[src/rtl/pipe_ctrl_if.sv]
// ---------------------------------------------------------------------------
// pipe_ctrl_if
// Bundles the pipeline-control handshake between the core datapath and the
// hazard/halt controller so that both sides see one named group of signals.
//
// Signals (direction as seen from the controller, i.e. the slave modport):
//   id_valid      in   ID holds a real instruction, not a bubble
//   id_rs1/rs2    in   source register addresses of the ID instruction
//   id_rs1_en/_en in   the matching source is actually read
//   id_rd         in   destination register of the ID instruction
//   id_rd_en      in   the ID instruction writes id_rd
//   id_halt       in   the ID instruction is HALT
//   exe_br_taken  in   EXE resolved a taken branch this cycle
//   wb_rd         in   register written back this cycle
//   wb_rd_en      in   writeback is active this cycle
//   stall_if      out  hold PC and IF_ID
//   bubble_id     out  ID_EXE loads a NOP
//   flush_if_id   out  IF_ID loads a NOP
//   halt          out  processor halted
//   busy          out  at least one register write is still in flight
//
// REG_ADDR_LEN must match the value used by the controller instance.
// ---------------------------------------------------------------------------
interface pipe_ctrl_if #(
  parameter int REG_ADDR_LEN = 5
);

  logic                    id_valid;
  logic [REG_ADDR_LEN-1:0] id_rs1;
  logic [REG_ADDR_LEN-1:0] id_rs2;
  logic                    id_rs1_en;
  logic                    id_rs2_en;
  logic [REG_ADDR_LEN-1:0] id_rd;
  logic                    id_rd_en;
  logic                    id_halt;
  logic                    exe_br_taken;
  logic [REG_ADDR_LEN-1:0] wb_rd;
  logic                    wb_rd_en;
  logic                    stall_if;
  logic                    bubble_id;
  logic                    flush_if_id;
  logic                    halt;
  logic                    busy;

  // Datapath side: drives instruction/writeback information, reads controls.
  modport master (
    output id_valid, id_rs1, id_rs2, id_rs1_en, id_rs2_en,
    output id_rd, id_rd_en, id_halt, exe_br_taken, wb_rd, wb_rd_en,
    input  stall_if, bubble_id, flush_if_id, halt, busy
  );

  // Controller side: consumes instruction/writeback information.
  modport slave (
    input  id_valid, id_rs1, id_rs2, id_rs1_en, id_rs2_en,
    input  id_rd, id_rd_en, id_halt, exe_br_taken, wb_rd, wb_rd_en,
    output stall_if, bubble_id, flush_if_id, halt, busy
  );

endinterface

[src/rtl/pipe_ctrl.sv]
// ---------------------------------------------------------------------------
// pipe_ctrl
// Scoreboard-based hazard and halt controller for an in-order pipeline.
// Every architectural register has a 2-bit count of writes that have been
// issued but not yet written back. A reader of a pending register is held in
// ID (stall + bubble) until the count returns to zero; there is no bypass
// from WB. A taken branch in EXE flushes IF_ID and discards the ID
// instruction. HALT drains the back end for DRAIN_CYCLES plus however long
// outstanding writes take, then parks the block in HALTED until reset.
//
// Ports:
//   clk    in  single clock, all state changes on its rising edge
//   rst_n  in  asynchronous active-low reset
//   ctrl   pipe_ctrl_if.slave, see the interface file for the signal list
// ---------------------------------------------------------------------------
module pipe_ctrl #(
  parameter int REG_ADDR_LEN = 5,
  parameter int DRAIN_CYCLES = 3
) (
  input  logic       clk,
  input  logic       rst_n,
  pipe_ctrl_if.slave ctrl
);

  localparam int NUM_REGS = 1 << REG_ADDR_LEN;
  localparam int DRAIN_W  = (DRAIN_CYCLES < 1) ? 1 : $clog2(DRAIN_CYCLES + 1);

  typedef enum logic [1:0] {
    RUN,
    DRAIN,
    HALTED
  } state_t;

  state_t             r_state;
  logic [DRAIN_W-1:0] r_drain;
  logic               r_halt;
  logic [1:0]         r_cnt [NUM_REGS];

  logic w_run;
  logic w_br;
  logic w_raw;
  logic w_stall;
  logic w_issue;
  logic w_inc;
  logic w_dec;
  logic w_busy;

  // A source only counts as a hazard if it is actually read, is not r0, and
  // has a write outstanding as of the previous edge. Writes landing in WB this
  // cycle do not clear the hazard until the counter has actually dropped.
  assign w_run = (r_state == RUN);
  assign w_raw = ctrl.id_valid &
                 ((ctrl.id_rs1_en & (ctrl.id_rs1 != '0) & (r_cnt[ctrl.id_rs1] != 2'd0)) |
                  (ctrl.id_rs2_en & (ctrl.id_rs2 != '0) & (r_cnt[ctrl.id_rs2] != 2'd0)));

  // The branch input feeds the outputs combinationally, so it is masked by
  // reset to keep every control output low while rst_n is held.
  assign w_br    = ctrl.exe_br_taken & rst_n;
  assign w_stall = w_run ? (w_raw & ~w_br) : 1'b1;
  assign w_issue = w_run & ctrl.id_valid & ~w_stall & ~w_br;

  // HALT never reserves its destination, and r0 is never tracked.
  assign w_inc = w_issue & ctrl.id_rd_en & ~ctrl.id_halt & (ctrl.id_rd != '0);
  assign w_dec = ctrl.wb_rd_en & (ctrl.wb_rd != '0);

  assign ctrl.stall_if    = w_stall;
  assign ctrl.bubble_id   = w_run ? (w_raw | w_br) : 1'b1;
  assign ctrl.flush_if_id = w_run & w_br;
  assign ctrl.halt        = r_halt;
  assign ctrl.busy        = w_busy;

  // busy is simply "any pending-write counter is non-zero", in every state.
  always_comb begin
    w_busy = 1'b0;
    for (int k = 0; k < NUM_REGS; k++) begin
      w_busy = w_busy | (r_cnt[k] != 2'd0);
    end
  end

  // Per-register pending-write counters. An issue and a writeback to the
  // same register in one cycle cancel out. Overflow at 3 and underflow at 0
  // are protocol errors by the surrounding pipeline; the counter just
  // saturates rather than wrapping into a wrong value.
  always_ff @(posedge clk or negedge rst_n) begin
    if (!rst_n) begin
      for (int k = 0; k < NUM_REGS; k++) begin
        r_cnt[k] <= 2'd0;
      end
    end else begin
      for (int k = 0; k < NUM_REGS; k++) begin
        if (w_inc && (ctrl.id_rd == REG_ADDR_LEN'(k)) &&
            !(w_dec && (ctrl.wb_rd == REG_ADDR_LEN'(k)))) begin
          if (r_cnt[k] != 2'd3) begin
            r_cnt[k] <= r_cnt[k] + 2'd1;
          end
        end else if (w_dec && (ctrl.wb_rd == REG_ADDR_LEN'(k)) &&
                     !(w_inc && (ctrl.id_rd == REG_ADDR_LEN'(k)))) begin
          if (r_cnt[k] != 2'd0) begin
            r_cnt[k] <= r_cnt[k] - 2'd1;
          end
        end
      end
    end
  end

  // Run/drain/halt sequencing. Issuing HALT arms the drain timer so EXE, MEM
  // and WB can empty; HALTED is entered only once the timer has expired and
  // no write is outstanding. Branches are ignored outside RUN, and HALTED is
  // left only through reset. halt is registered alongside the state.
  always_ff @(posedge clk or negedge rst_n) begin
    if (!rst_n) begin
      r_state <= RUN;
      r_drain <= '0;
      r_halt  <= 1'b0;
    end else begin
      case (r_state)
        RUN: begin
          if (w_issue && ctrl.id_halt) begin
            r_state <= DRAIN;
            r_drain <= DRAIN_W'(DRAIN_CYCLES);
          end
        end
        DRAIN: begin
          if (r_drain != '0) begin
            r_drain <= r_drain - DRAIN_W'(1);
          end else if (!w_busy) begin
            r_state <= HALTED;
            r_halt  <= 1'b1;
          end
        end
        HALTED: begin
          r_halt <= 1'b1;
        end
        default: begin
          r_state <= RUN;
          r_drain <= '0;
          r_halt  <= 1'b0;
        end
      endcase
    end
  end

endmodule

[src/flat_wrapper.sv]
// flat-port wrapper written by rule: the top's interface ports become plain ports
module pipe_ctrl_flat 
#(
  parameter int REG_ADDR_LEN = 5,
  parameter int DRAIN_CYCLES = 3
)
  (clk, rst_n, ctrl_id_valid, ctrl_id_rs1, ctrl_id_rs2, ctrl_id_rs1_en, ctrl_id_rs2_en, ctrl_id_rd, ctrl_id_rd_en, ctrl_id_halt, ctrl_exe_br_taken, ctrl_wb_rd, ctrl_wb_rd_en, ctrl_stall_if, ctrl_bubble_id, ctrl_flush_if_id, ctrl_halt, ctrl_busy);
  pipe_ctrl_if #(.REG_ADDR_LEN(REG_ADDR_LEN)) ctrl_i ();
  input  logic clk;
  input  logic rst_n;
  input wire logic [$bits(ctrl_i.id_valid)-1:0] ctrl_id_valid;
  input wire logic [$bits(ctrl_i.id_rs1)-1:0] ctrl_id_rs1;
  input wire logic [$bits(ctrl_i.id_rs2)-1:0] ctrl_id_rs2;
  input wire logic [$bits(ctrl_i.id_rs1_en)-1:0] ctrl_id_rs1_en;
  input wire logic [$bits(ctrl_i.id_rs2_en)-1:0] ctrl_id_rs2_en;
  input wire logic [$bits(ctrl_i.id_rd)-1:0] ctrl_id_rd;
  input wire logic [$bits(ctrl_i.id_rd_en)-1:0] ctrl_id_rd_en;
  input wire logic [$bits(ctrl_i.id_halt)-1:0] ctrl_id_halt;
  input wire logic [$bits(ctrl_i.exe_br_taken)-1:0] ctrl_exe_br_taken;
  input wire logic [$bits(ctrl_i.wb_rd)-1:0] ctrl_wb_rd;
  input wire logic [$bits(ctrl_i.wb_rd_en)-1:0] ctrl_wb_rd_en;
  output wire logic [$bits(ctrl_i.stall_if)-1:0] ctrl_stall_if;
  output wire logic [$bits(ctrl_i.bubble_id)-1:0] ctrl_bubble_id;
  output wire logic [$bits(ctrl_i.flush_if_id)-1:0] ctrl_flush_if_id;
  output wire logic [$bits(ctrl_i.halt)-1:0] ctrl_halt;
  output wire logic [$bits(ctrl_i.busy)-1:0] ctrl_busy;
  assign ctrl_i.id_valid = ctrl_id_valid;
  assign ctrl_i.id_rs1 = ctrl_id_rs1;
  assign ctrl_i.id_rs2 = ctrl_id_rs2;
  assign ctrl_i.id_rs1_en = ctrl_id_rs1_en;
  assign ctrl_i.id_rs2_en = ctrl_id_rs2_en;
  assign ctrl_i.id_rd = ctrl_id_rd;
  assign ctrl_i.id_rd_en = ctrl_id_rd_en;
  assign ctrl_i.id_halt = ctrl_id_halt;
  assign ctrl_i.exe_br_taken = ctrl_exe_br_taken;
  assign ctrl_i.wb_rd = ctrl_wb_rd;
  assign ctrl_i.wb_rd_en = ctrl_wb_rd_en;
  assign ctrl_stall_if = ctrl_i.stall_if;
  assign ctrl_bubble_id = ctrl_i.bubble_id;
  assign ctrl_flush_if_id = ctrl_i.flush_if_id;
  assign ctrl_halt = ctrl_i.halt;
  assign ctrl_busy = ctrl_i.busy;
  pipe_ctrl #(.REG_ADDR_LEN(REG_ADDR_LEN), .DRAIN_CYCLES(DRAIN_CYCLES)) u_core (.clk(clk), .rst_n(rst_n), .ctrl(ctrl_i));
endmodule
[config.mk]
export PLATFORM = sky130hd
export DESIGN_NAME = pipe_ctrl_flat
export DESIGN_NICKNAME = d
export VERILOG_FILES = /design/src/rtl/pipe_ctrl_if.sv /design/src/rtl/pipe_ctrl.sv /design/src/flat_wrapper.sv
export SDC_FILE = /design/constraint.sdc
export NUM_CORES = 1
export LEC_CHECK = 0
export CAP_MARGIN = 20
export CORE_UTILIZATION = 35
export DETAILED_ROUTE_END_ITERATION = 10
export HOLD_SLACK_MARGIN = 0.05
export PLACE_DENSITY_LB_ADDON = 0.05
export SYNTH_ARGS = -nofsm -noshare
export SYNTH_HDL_FRONTEND = slang
export SYNTH_SLANG_ARGS = --single-unit
[constraint.sdc]
create_clock -name clk -period 3.62 [get_ports clk]
set_input_delay 0.543 -clock clk [delete_from_list [all_inputs] [get_ports clk]]
set_output_delay 0.543 -clock clk [all_outputs]
set_load 0.005 [all_outputs]
**Yosys cells after proc, flatten, opt, wreduce, memory -nomap -nowiden**

Index checks and enable logic that the tools add are counted.
W data, S select, Z words.

- Add/subtract/negate cells: 65
- Order comparisons: 2
- Equality and inequality tests: 132
- Muxes and demuxes: 146
- Bitwise gates (word level): 55
- Reduce and logical (&&, ||, !) cells: 334

Operators by type and width:

| cell | count |
|---|---|
| $mux W2 | 137 |
| $reduce_bool A2 Y1 | 99 |
| $eq A5 B5 Y1 const B | 32 |
| $ne A2 B2 Y1 const B | 67 |
| $logic_and A1 B1 Y1 | 129 |
| $reduce_and A3 Y1 | 34 |
| $eq A5 B4 Y1 const B | 16 |
| $sub A2 B1 Y2 const B | 33 |
| $add A2 B1 Y2 const B | 32 |
| $logic_not A1 Y1 | 64 |
| $eq A5 B3 Y1 const B | 8 |
| $or A1 B1 Y1 | 33 |
| $bmux W2 S5 | 2 |
| $eq A5 B2 Y1 const B | 4 |
| $reduce_bool A5 Y1 | 4 |
| $and A1 B1 Y1 | 15 |
| $ge A6 B6 Y1 const B | 2 |
| $not A5 Y6 | 2 |
| $pmux W2 S3 | 2 |
| $eq A5 B1 Y1 const B | 2 |
| $logic_not A5 Y1 | 2 |
| $not A1 Y1 | 5 |
| $mux W1 | 4 |
| $reduce_and A4 Y1 | 1 |
| 5 further kinds | 5 |

- Bits in registers: 69
- Output and inout port bits: 5

**Depth between registers and ports, before layout**

Gate-level depths: netlist of the first run.

- Depth in word-level cells: 35
- Gate-level depth with buffers: 14
- Gate-level depth less buffers: 11

**Least setup slack after synthesis of the first run**

OpenSTA, ideal clock, no wires.

- Path type: input port to flip-flop
- From: in ctrl_id_rs2[1]
- To: reg u_core.r_cnt[58] in the netlist's numbering
- Data arrival time: 2.786 ns
- Data required time: 3.495 ns
- Slack: 0.710 ns
- Cell stages on the path: 10
- Path through: buf_2 > nor4_1 > a2111oi_0 > a22o_1 > o31ai_1 > nand4_1 > or4_1 > buf_2 > mux2i_1 > mux2_2

- Cells in the longest elaborated chain, start to end: 21

RTL lines:

| item | RTL line | text |
|---|---|---|
| from (decl) | flat_wrapper.sv:13 | `input wire logic [$bits(ctrl_i.id_rs2)-1:0] ctrl_id_rs2;` |
| $not A5 Y6 (not written as such) | pipe_ctrl.sv:54 | `(ctrl.id_rs2_en & (ctrl.id_rs2 != '0) & (r_cnt[ctrl.id_rs2] != 2'd0)));` |
| $bmux W2 S5 | pipe_ctrl.sv:54 |  |
| $mux W2 (not written as such) (2 in a row) | pipe_ctrl.sv:54 |  |
| $reduce_bool A2 Y1 | pipe_ctrl.sv:54 |  |
| $and A1 B1 Y1 * | pipe_ctrl.sv:54 |  |
| $or A1 B1 Y1 * | pipe_ctrl.sv:53 | `((ctrl.id_rs1_en & (ctrl.id_rs1 != '0) & (r_cnt[ctrl.id_rs1] != 2'd0)) \|` |
| $and A1 B1 Y1 * | pipe_ctrl.sv:52 | `assign w_raw = ctrl.id_valid &` |
| $and A1 B1 Y1 * | pipe_ctrl.sv:59 | `assign w_stall = w_run ? (w_raw & ~w_br) : 1'b1;` |
| $mux W1 * | pipe_ctrl.sv:59 |  |
| $not A1 Y1 * | pipe_ctrl.sv:60 | `assign w_issue = w_run & ctrl.id_valid & ~w_stall & ~w_br;` |
| $and A1 B1 Y1 * (2 in a row) | pipe_ctrl.sv:60 |  |
| $and A1 B1 Y1 * (3 in a row) | pipe_ctrl.sv:63 | `assign w_inc = w_issue & ctrl.id_rd_en & ~ctrl.id_halt & (ctrl.id_rd != '0);` |
| $logic_and A1 B1 Y1 * | pipe_ctrl.sv:91, pipe_ctrl.sv:97 |  |
| $logic_not A1 Y1 | pipe_ctrl.sv:97 | `!(w_inc && (ctrl.id_rd == REG_ADDR_LEN'(k)))) begin` |
| $logic_and A1 B1 Y1 | pipe_ctrl.sv:96 | `end else if (w_dec && (ctrl.wb_rd == REG_ADDR_LEN'(k)) &&` |
| $reduce_bool A2 Y1 (no source line) | -- |  |
| $reduce_and A3 Y1 (no source line) | -- |  |
| to (signal, indexed assignment) | pipe_ctrl.sv:94 | `r_cnt[k] <= r_cnt[k] + 2'd1;` |
| to (signal, indexed assignment) | pipe_ctrl.sv:99 | `r_cnt[k] <= r_cnt[k] - 2'd1;` |
| to (decl) | pipe_ctrl.sv:37 | `logic [1:0] r_cnt [NUM_REGS];` |

Mark *: on every way between the ends. The rest lies on a longest branch, timed or not. The select of a mux whose other input is x is not followed.
A chain may end at the register's enable or synchronous reset.

**Final worst setup path of the first run**

- From: in ctrl_id_rs2[1]
- To: out ctrl_bubble_id

- Cells in the longest elaborated chain, start to end: 10

RTL lines:

| item | RTL line | text |
|---|---|---|
| $not A5 Y6 (not written as such) | pipe_ctrl.sv:54 |  |
| $bmux W2 S5 | pipe_ctrl.sv:54 |  |
| $mux W2 (not written as such) (2 in a row) | pipe_ctrl.sv:54 |  |
| $reduce_bool A2 Y1 | pipe_ctrl.sv:54 |  |
| $and A1 B1 Y1 * | pipe_ctrl.sv:54 |  |
| $or A1 B1 Y1 * | pipe_ctrl.sv:53 |  |
| $and A1 B1 Y1 * | pipe_ctrl.sv:52 |  |
| $or A1 B1 Y1 * | pipe_ctrl.sv:67 | `assign ctrl.bubble_id = w_run ? (w_raw \| w_br) : 1'b1;` |
| $mux W1 * | pipe_ctrl.sv:67 |  |
| to (decl) | flat_wrapper.sv:23 | `output wire logic [$bits(ctrl_i.bubble_id)-1:0] ctrl_bubble_id;` |

Marked as above.

==> results of run 1 <==
-- metal layers --
layer / up-vias / part of all wire [%] / GRT usage (%)
met5: - / 0 / 0
met2: 164 / 45 / 36.70
met3: 34 / 5.1 / 5.098
met4: 0 / 3.4 / 10.83
met1: 2657 / 47 / 32.01
li1: 2668 / - / -
-- power by group --
group / switching (mW) / leakage, nW / internal, mW
combinational: 0.381 / 1.59 / 0.293
clock: 0.383 / 0.138 / 0.536
sequential: 0.0878 / 0.893 / 0.863
-- cell usage after synthesis, types with 9 or more instances --
cell      number  share of area, %
nor2_1       109               7.6
dfrtp_1       69                32
o21ai_0       63               5.9
nand2_1       55               3.9
nand4_1       39               4.6
nor3_1        38               3.5
a21oi_1       32               3.0
inv_1         31               2.2
clkbuf_1      17               1.2
nor4_1        15               1.8
mux2_2        13               2.7
nand3_1       13               1.2
or4_1         12               1.7
o21a_1        11               1.5
o31ai_1       10               1.4
buf_2          9              0.84
nand2b_1       9               1.1
nor2b_1        9               1.1
nor3b_1        9               1.3
-- logic make-up (layout without fill, tap and decap cells) --
group	count (synthesis)	count (layout)	share of synthesized area [%]
AND/OR/NAND/NOR	338	338	32.18
AO/OA/AOI/OAI	182	182	21.93
flip-flops	69	69	32.23
buffers and inverters	65	118	5.044
multiplexers	27	27	6.983
adder cells (fa/ha/maj)	7	7	1.635
-- worst max-delay path, cell delays in order --
cell and delay [ns]:
clkdlybuf4s50_1 0.41, buf_6 0.15, nor4_4 0.22, a2111oi_1 0.09, a22o_1 0.24, o31ai_2 0.26
buf_4 0.17, nand4_1 0.15, a221o_1 0.36, dlymetal6s2s_1 0.15
-- state kept, by name, indices dropped and copies added, names as in the netlist --
| register | flops |
|---|---|
| u_core.ctrl.halt | 1 |
| u_core.r_cnt | 64 |
| u_core.r_drain | 2 |
| u_core.r_state | 2 |
-- stage by stage --
step	area [µm²]	instances
global route	6389	925
finish	6389	925
floorplan	5358	688
detailed placement	6043	907
global placement	6043	907
CTS	6359	923
-- cell type report --
type,instances,area [µm²]
tap,184,230.2
sequential,69,1727
clock buffer,9,225.2
inverter,32,120.1
multi-input combinational,554,3387
clock inverter,7,75.07
timing repair buffer,70,624.3
fill,1459,8366
-- worst max-delay path by stage --
| stage | endpoint | cells after the start | start | slack (ns) |
|---|---|---|---|---|
| after floorplan | u_core.r_cnt[58] | 10 | ctrl_id_rs2[1] | 0.71 |
| after global placement | ctrl_bubble_id | 9 | ctrl_id_rs2[0] | -0.16 |
| after detailed placement | ctrl_bubble_id | 10 | ctrl_id_rs2[0] | -0.21 |
| after CTS | ctrl_bubble_id | 9 | ctrl_id_rs2[1] | -0.007 |
| after global routing | ctrl_bubble_id | 10 | ctrl_id_rs2[1] | 0.24 |
| final | ctrl_bubble_id | 10 | ctrl_id_rs2[1] | 0.33 |
-- repair_timing --
item | CTS | global route
gates resized for setup | 7 | 4
pin swaps | 2 | 3
endpoints found under the setup margin | 2 | 2
setup buffers | 0 | 2
hold endpoints to repair | 0 | 0
==> flow_summary.ini, run 1 <==
[route]
vias = 5523
drtIter0Drc = 416
drt-total-wl_um = 18210
dr.pass1.iters = 7
postRouteAntennaNets = 0
vias_per_cell = 5.971
drc = 0
wl_per_cell_um = 19.69

[timing]
hold_viol = 0
whs_ns = 0.4047
drv_slew = 0
min_period_ns = 3.292
min_period_over_period_pct = 90.94
skew_ns = 0.006097
slew_headroom_pct = 35.67
fmax_ghz = 0.3038
worst_slew_pin_slew_ns = 0.9650
setup_violations = 0
rsz0062_at_grt = no
fin_tns_setup_ns = 0
worst_slack_ns = 0.3281

[worst_setup_path]
rrSetupSlack_ns = 0.44
r2r_start = u_core.r_cnt[11]
worst-setup-path-type = primary input to primary output
cp.required_ns = 3.08
cp_max_fo = 8
reg2reg_to = u_core.r_cnt[44]
end_kind = primary output
reg2reg_depth = 10
crit_arrival_ns = 2.75
start_kind = primary input

[floorplanning]
die_h_um = 125.7
core_area_mm2 = 0.01475
row_count = 44
initial_utilization_pct = 36.31
pin_count = 34
die_x_um = 125.7
die_area_mm2 = 0.01581

[clocking]
numCtsBuffers = 9
cts.clk_slew.worst_paths_ns = 0.06
cts.sinks = 69
h-tree-depth = 3
clock_latency_ns = 0.35
cts.hold.buffers_added = 0
cts_root_buffer = clkbuf_16
tritoncts = yes
clk_path_buf_depth = 2

[yosys]
syn_area_mm2 = 0.005358
avgSynthCellArea_um2 = 7.787
ys_seq_elements = 69
syn-num-nets = 724
ys_seq_area_share_pct = 32.23
ys.flop_type = dfrtp_1
yosys_warnings = 0
synthArstFlopShare_pct = 100.0
synth_cells = 688
synthDistinctLibCells = 66
synth-edff-count = 0

[place]
gp_congestion = 0.9215
dp_hpwl_um = 13800
port_buffers = 33
place_ws_ns = -0.2112

[grt]
grt_usage_pct = 23.84
overflow = 0
antenna_found_initial = 0
grt_pass1_vias = 5123
grt_start_max_net_pins = 70
grt_pass1_wl_um = 28490

[worst_hold_path]
hold_depth = 0
min_path_type = flop to flop
holdPathEnd = u_core.r_cnt[62]
hp-start = u_core.r_cnt[62]

[power]
p_leak_nw = 2.626
power_density_mw_per_mm2 = 398.3
peakVddDrop_uv = 303.9
power.total_mw = 2.544

[finish]
layout-drive-gt1-share_pct = 13.09
final_common_cell = nor2_1
syn2layout_area_growth_pct = 19.24
antenna_cells = 0
final_nets = 772
layout_common_cells = nor2_1 (109), dfrtp_1 (69), o21ai_0 (62), nand2_1 (54), nand4_1 (39)
fin_util_pct = 43.30

[status]
status = finished, final reports clean

[run]
drv_cap = 0
(Power assumes the default switching activity.)
==> run 2, diff against run 1 <==
- DONT_BUFFER_PORTS: default -> 1
==> flow_summary.ini, run 2 (synthesis gave the netlist of run 1 again) <==
[finish]
layout_common_cells = nor2_1 (109), dfrtp_1 (69), o21ai_0 (63), nand2_1 (54), nand4_1 (39)
largest_reg_flops = 64
final_common_cell = nor2_1
layout-drive-gt1-share_pct = 9.810
seq_area_mm2 = 0.001727
antenna_cells = 0
max_flop_register = u_core.r_cnt
multi_input_area_mm2 = 0.003363
final_nets = 714
syn2layout_area_growth_pct = 9.668
fill_cells = 1517
top_regs = u_core.r_cnt x64, u_core.r_drain x2, u_core.r_state x2
fin_area_mm2 = 0.005876

[place]
port_buffers = 0
dp_hpwl_um = 13730
placed_cell_area_mm2 = 0.005535
gp_congestion = 0.9100

[timing]
rsz0062_at_grt = no
fmax_ghz = 0.3043
hold_viol = 0
setup_violations = 0
skew_ns = 0.006274
min_period_ns = 3.287
worst_slew_pin_slew_ns = 0.6996
whs_ns = 0.08141
slew_headroom_pct = 53.19
fin_tns_setup_ns = 0
min_period_over_period_pct = 90.79
drv_slew = 0

[floorplanning]
die_x_um = 125.7
die_h_um = 125.7
pin_count = 34
initial_utilization_pct = 36.31
row_count = 44
core_area_mm2 = 0.01475
die_area_mm2 = 0.01581

[route]
drtIter0Drc = 368
vias = 5321
vias_per_cell = 6.137
wl_per_cell_um = 21.03
dr.pass1.iters = 5
drc = 0
drt-total-wl_um = 18230
postRouteAntennaNets = 0

[worst_setup_path]
rrSetupSlack_ns = 0.33
end_kind = flop
cp_slowest_cell = nand2_2
max_stage_delay_ns = 0.51
cp_max_fo = 35
crit_chain = nor4_1 > a2111oi_0 > a22o_1 > o31ai_1 > nand2_2 > buf_12 > or2_2 > a311oi_1 > a21oi_1
reg2reg_to = u_core.r_cnt[8]
start_kind = flop
reg2reg_depth = 9
cp.required_ns = 3.83
r2r_start = u_core.r_cnt[55]
worst-setup-path-type = flop to flop
crit_arrival_ns = 3.49

[clocking]
cts.clk_slew.worst_paths_ns = 0.06
cts-resized-gates = 0
cts.sinks = 69
post_cts_buffers = 0
numCtsBuffers = 9
h-tree-depth = 3
cts_root_buffer = clkbuf_16
clock_latency_ns = 0.34
clk_path_buf_depth = 2
tritoncts = yes

[grt]
grt_start_max_net_pins = 70
grt_pass1_vias = 5073
grt_usage_pct = 24.17
overflow = 0
antenna_found_initial = 0
grt_pass1_wl_um = 28810

[run]
drv_cap = 0

[power]
power_density_mw_per_mm2 = 418.9
p_leak_nw = 2.381
peakVddDrop_uv = 246.1

[worst_hold_path]
min_path_type = primary input to async pin

[status]
status = finished, final reports clean
run 2: power breakdown:
group          leakage [nW]  switching [mW]  internal (mW)
sequential            0.893          0.0893          0.864
clock                 0.152           0.353          0.589
combinational          1.34           0.339          0.227
total                  2.38           0.781           1.68
run 2: repair_timing:
item / CTS / global route
hold endpoints to repair: 69 / 0
setup endpoints to repair: 0 / 0
hold buffers: 1 / 0
run 2: how the worst max path moves through the flow:
stage,cells after the start,slack [ns],start,endpoint
floorplan,10,0.71,ctrl_id_rs2[1],u_core.r_cnt[58]
global placement,9,0.36,ctrl_id_rs2[1],u_core.r_cnt[8]
detailed placement,9,0.27,ctrl_id_rs2[1],u_core.r_cnt[8]
CTS,9,0.34,u_core.r_cnt[55],u_core.r_cnt[8]
global route,9,0.08,u_core.r_cnt[55],u_core.r_cnt[8]
finish,9,0.33,u_core.r_cnt[55],u_core.r_cnt[8]
run 2: worst max-delay path: cells and delay by family (launching register included):
kind                   cells  cell delay, ns
AND/OR/NAND/NOR            3            1.24
AO/OA/AOI/OAI              5            1.13
flip-flops                 1            0.43
buffers and inverters      1            0.34
run 2: layout make-up:
class	count	share of cell area (%)
clock inverter	3	0.7240
inverter	32	2.044
tap	184	3.918
sequential	69	29.39
clock buffer	13	4.600
timing repair buffer	12	2.087
multi-input combinational	554	57.24
run 2: per-stage QoR:
step	setup slack (ns)	total power [mW]	instances	utilization, %
global placement	0.3617	1.489	850	37.52
floorplan	0.7096	1.350	688	-
detailed placement	0.2740	1.505	850	37.52
finish	0.3334	2.461	867	39.82
global route	0.07919	2.603	867	39.82
CTS	0.3431	2.482	867	39.82
run 2: routing by layer:
layer | track usage, % | part of all wire [%] | up-vias
li1 | - | - | 2540
met2 | 39.08 | 46 | 176
met3 | 5.990 | 6.6 | 27
met1 | 31.75 | 45 | 2578
met5 | 0 | 0 | -
met4 | 7.461 | 2.2 | 0
==> run 3, diff against run 2 <==
- ABC_AREA: default -> 1
==> flow_summary.ini, run 3 <==
[place]
place_ws_ns = 0.7611
gp_congestion = 0.8658
port_buffers = 0
dp_hpwl_um = 13000

[clocking]
cts_root_buffer = clkbuf_16
clk_path_buf_depth = 2
tritoncts = yes
h-tree-depth = 3
numCtsBuffers = 9
clock_latency_ns = 0.34
cts-resized-gates = 0
cts.clk_slew.worst_paths_ns = 0.06
post_cts_buffers = 0
cts.sinks = 69

[timing]
hold_viol = 0
fmax_ghz = 0.3550
slew_headroom_pct = 53.28
fin_tns_setup_ns = 0
min_period_ns = 2.817
skew_ns = 0.006461
setup_violations = 0
min_period_over_period_pct = 77.81
rsz0062_at_grt = no
worst_slack_ns = 0.8032
worst_slew_pin_slew_ns = 0.6991
drv_slew = 0

[yosys]
ys.flop_type = dfrtp_1
synthDistinctLibCells = 31
syn-num-nets = 941
synth_top_area_share_pct = 32.09
synthArstFlopShare_pct = 100.0
synthTopCellsByCount = nand2_1 (234), inv_1 (183), nor2_1 (161), o21ai_0 (81), dfrtp_1 (69)
yosysMostFrequentCell = nand2_1
synth_cells = 905
yosys_warnings = 0
synth-edff-count = 0
avgSynthCellArea_um2 = 5.946
synthTopCellsByArea = dfrtp_1 (32%), nand2_1 (16%), inv_1 (13%)
synth_area_leader_cell = dfrtp_1
syn_area_mm2 = 0.005381
ys_seq_elements = 69
ys_seq_area_share_pct = 32.09

[power]
net-switching-power_mw = 0.9188
p_sw_share_pct = 35.14
combPwrFrac_pct = 27.7
power.total_mw = 2.615
peakVddDrop_uv = 222.2
p_leak_nw = 2.859
p_clk_share_pct = 35.8
seqPwrFrac_pct = 36.5
internal_power_mw = 1.696
power_density_mw_per_mm2 = 442.1

[worst_setup_path]
max_stage_delay_ns = 0.42
r2r_start = u_core.r_cnt[49]
crit_end = u_core.r_cnt[3]
reg2reg_to = u_core.r_cnt[3]
end_kind = flop
start_kind = flop
crit_arrival_ns = 3.04
worst-setup-path-type = flop to flop
cp.required_ns = 3.84
cp_slowest_cell = dfrtp_1
reg2reg_depth = 16
crit_start = u_core.r_cnt[49]
cp_max_fo = 9
rrSetupSlack_ns = 0.80
crit_chain = nor2_1 > inv_1 > nand2_1 > nand3_1 > nand3_1 > nand3_1 > nand3_1 > nand2_1 > nand2_1 > nand4_2 > nor2_4 > nand2_2 > nor3_1 > ha_1 > o21ai_0 > o31ai_1
path_common_cell = nand3_1

[grt]
grt_pass1_wl_um = 27330
antenna_found_initial = 0
overflow = 0
grt_start_max_net_pins = 70
grt_usage_pct = 22.70
grt_pass1_vias = 5323

[floorplanning]
row_count = 44
core_area_mm2 = 0.01475
die_area_mm2 = 0.01587
initial_utilization_pct = 36.47
die_h_um = 126.0
pin_count = 34
die_x_um = 126.0

[finish]
syn2layout_area_growth_pct = 9.905
multi_input_area_mm2 = 0.002859
final_nets = 946
final_common_cell = nand2_1
layout-drive-gt1-share_pct = 5.683
largest_reg_flops = 64
fill_cells = 1638
layout_common_cells = nand2_1 (234), inv_1 (183), nor2_1 (161), o21ai_0 (81), dfrtp_1 (69)
antenna_cells = 0
max_flop_register = u_core.r_cnt
top_regs = u_core.r_cnt x64, u_core.r_drain x2, u_core.r_state x2
seq_area_mm2 = 0.001727

[route]
drtIter0Drc = 274
vias_per_cell = 4.934
drt-total-wl_um = 16550
drc = 0
dr.pass1.iters = 5
vias = 5423
wl_per_cell_um = 15.06
postRouteAntennaNets = 0

[run]
drv_cap = 0

[status]
status = finished, final reports clean

[worst_hold_path]
min_path_type = primary input to async pin
run 3: cell count changes after synthesis, moves of 15 or more:
cell,delta
nand2_1,+179
nand4_1,-33
a21oi_1,-15
o21ai_0,+18
nand3_1,+45
inv_1,+152
nor3_1,-31
nor2_1,+52
run 3: stage by stage:
step	util (%)	instance area, µm²	hold WS [ns]	std cells
after floorplan	-	5381	0.2474	905
after global placement	37.78	5574	0.2499	1082
after detailed placement	37.78	5574	0.2503	1082
after CTS	40.09	5914	0.09342	1099
after global routing	40.09	5914	0.1014	1099
final	40.09	5914	0.08751	1099
run 3: cell type report:
| cell class | count | area share (%) |
|---|---|---|
| clock inverter | 3 | 0.7193 |
| clock buffer | 13 | 4.569 |
| timing repair buffer | 3 | 0.7193 |
| multi-input combinational | 629 | 48.34 |
| tap | 184 | 3.893 |
| sequential | 69 | 29.19 |
| inverter | 198 | 12.57 |
run 3: worst max-delay path: cells and delay by family (launching register included):
family,cells,cell delay (ns)
AO/OA/AOI/OAI,2,0.27
flip-flops,1,0.42
buffers and inverters,1,0.11
adder cells (fa/ha/maj),1,0.29
AND/OR/NAND/NOR,12,1.61
run 3: what timing repair did:
action,CTS,global route
hold endpoints to repair,69,0
hold buffers,1,0
endpoints found under the setup margin,0,0
run 3: routing by layer:
metal / up-vias / global-route usage [%] / wire [µm] / part of all wire [%]
met5: - / 0 / 0 / 0
met4: 0 / 13.47 / 764 / 4.6
met3: 31 / 3.738 / 722 / 4.4
met2: 133 / 36.69 / 7562 / 46
met1: 2472 / 28.54 / 7497 / 45
li1: 2787 / - / - / -
run 3: cells by family after synthesis:
group / share of synthesized area (%)
AO/OA/AOI/OAI: 13.35
AND/OR/NAND/NOR: 38.15
buffers and inverters: 14.79
adder cells (fa/ha/maj): 1.627
flip-flops: 32.09
run 3: worst min-delay path by stage:
stage | slack (ns) | end
6_report | 0.09 | u_core.r_cnt[38]
5_1_grt | 0.10 | u_core.r_cnt[38]
4_1_cts | 0.09 | u_core.r_cnt[31]
3_5_place_dp | 0.25 | u_core.r_cnt[38]
3_3_place_gp | 0.25 | u_core.r_cnt[38]
2_1_floorplan | 0.25 | u_core.ctrl.halt
run 3: power by group through the flow:
| stage | clock network (mW) | registers (mW) | logic, mW |
|---|---|---|---|
| after floorplan | 0 | 0.949 | 0.530 |
| after global placement | 0 | 0.967 | 0.688 |
| after detailed placement | 0 | 0.969 | 0.703 |
| after CTS | 0.966 | 0.956 | 0.727 |
| after global routing | 0.994 | 0.973 | 0.841 |
| final | 0.937 | 0.955 | 0.723 |
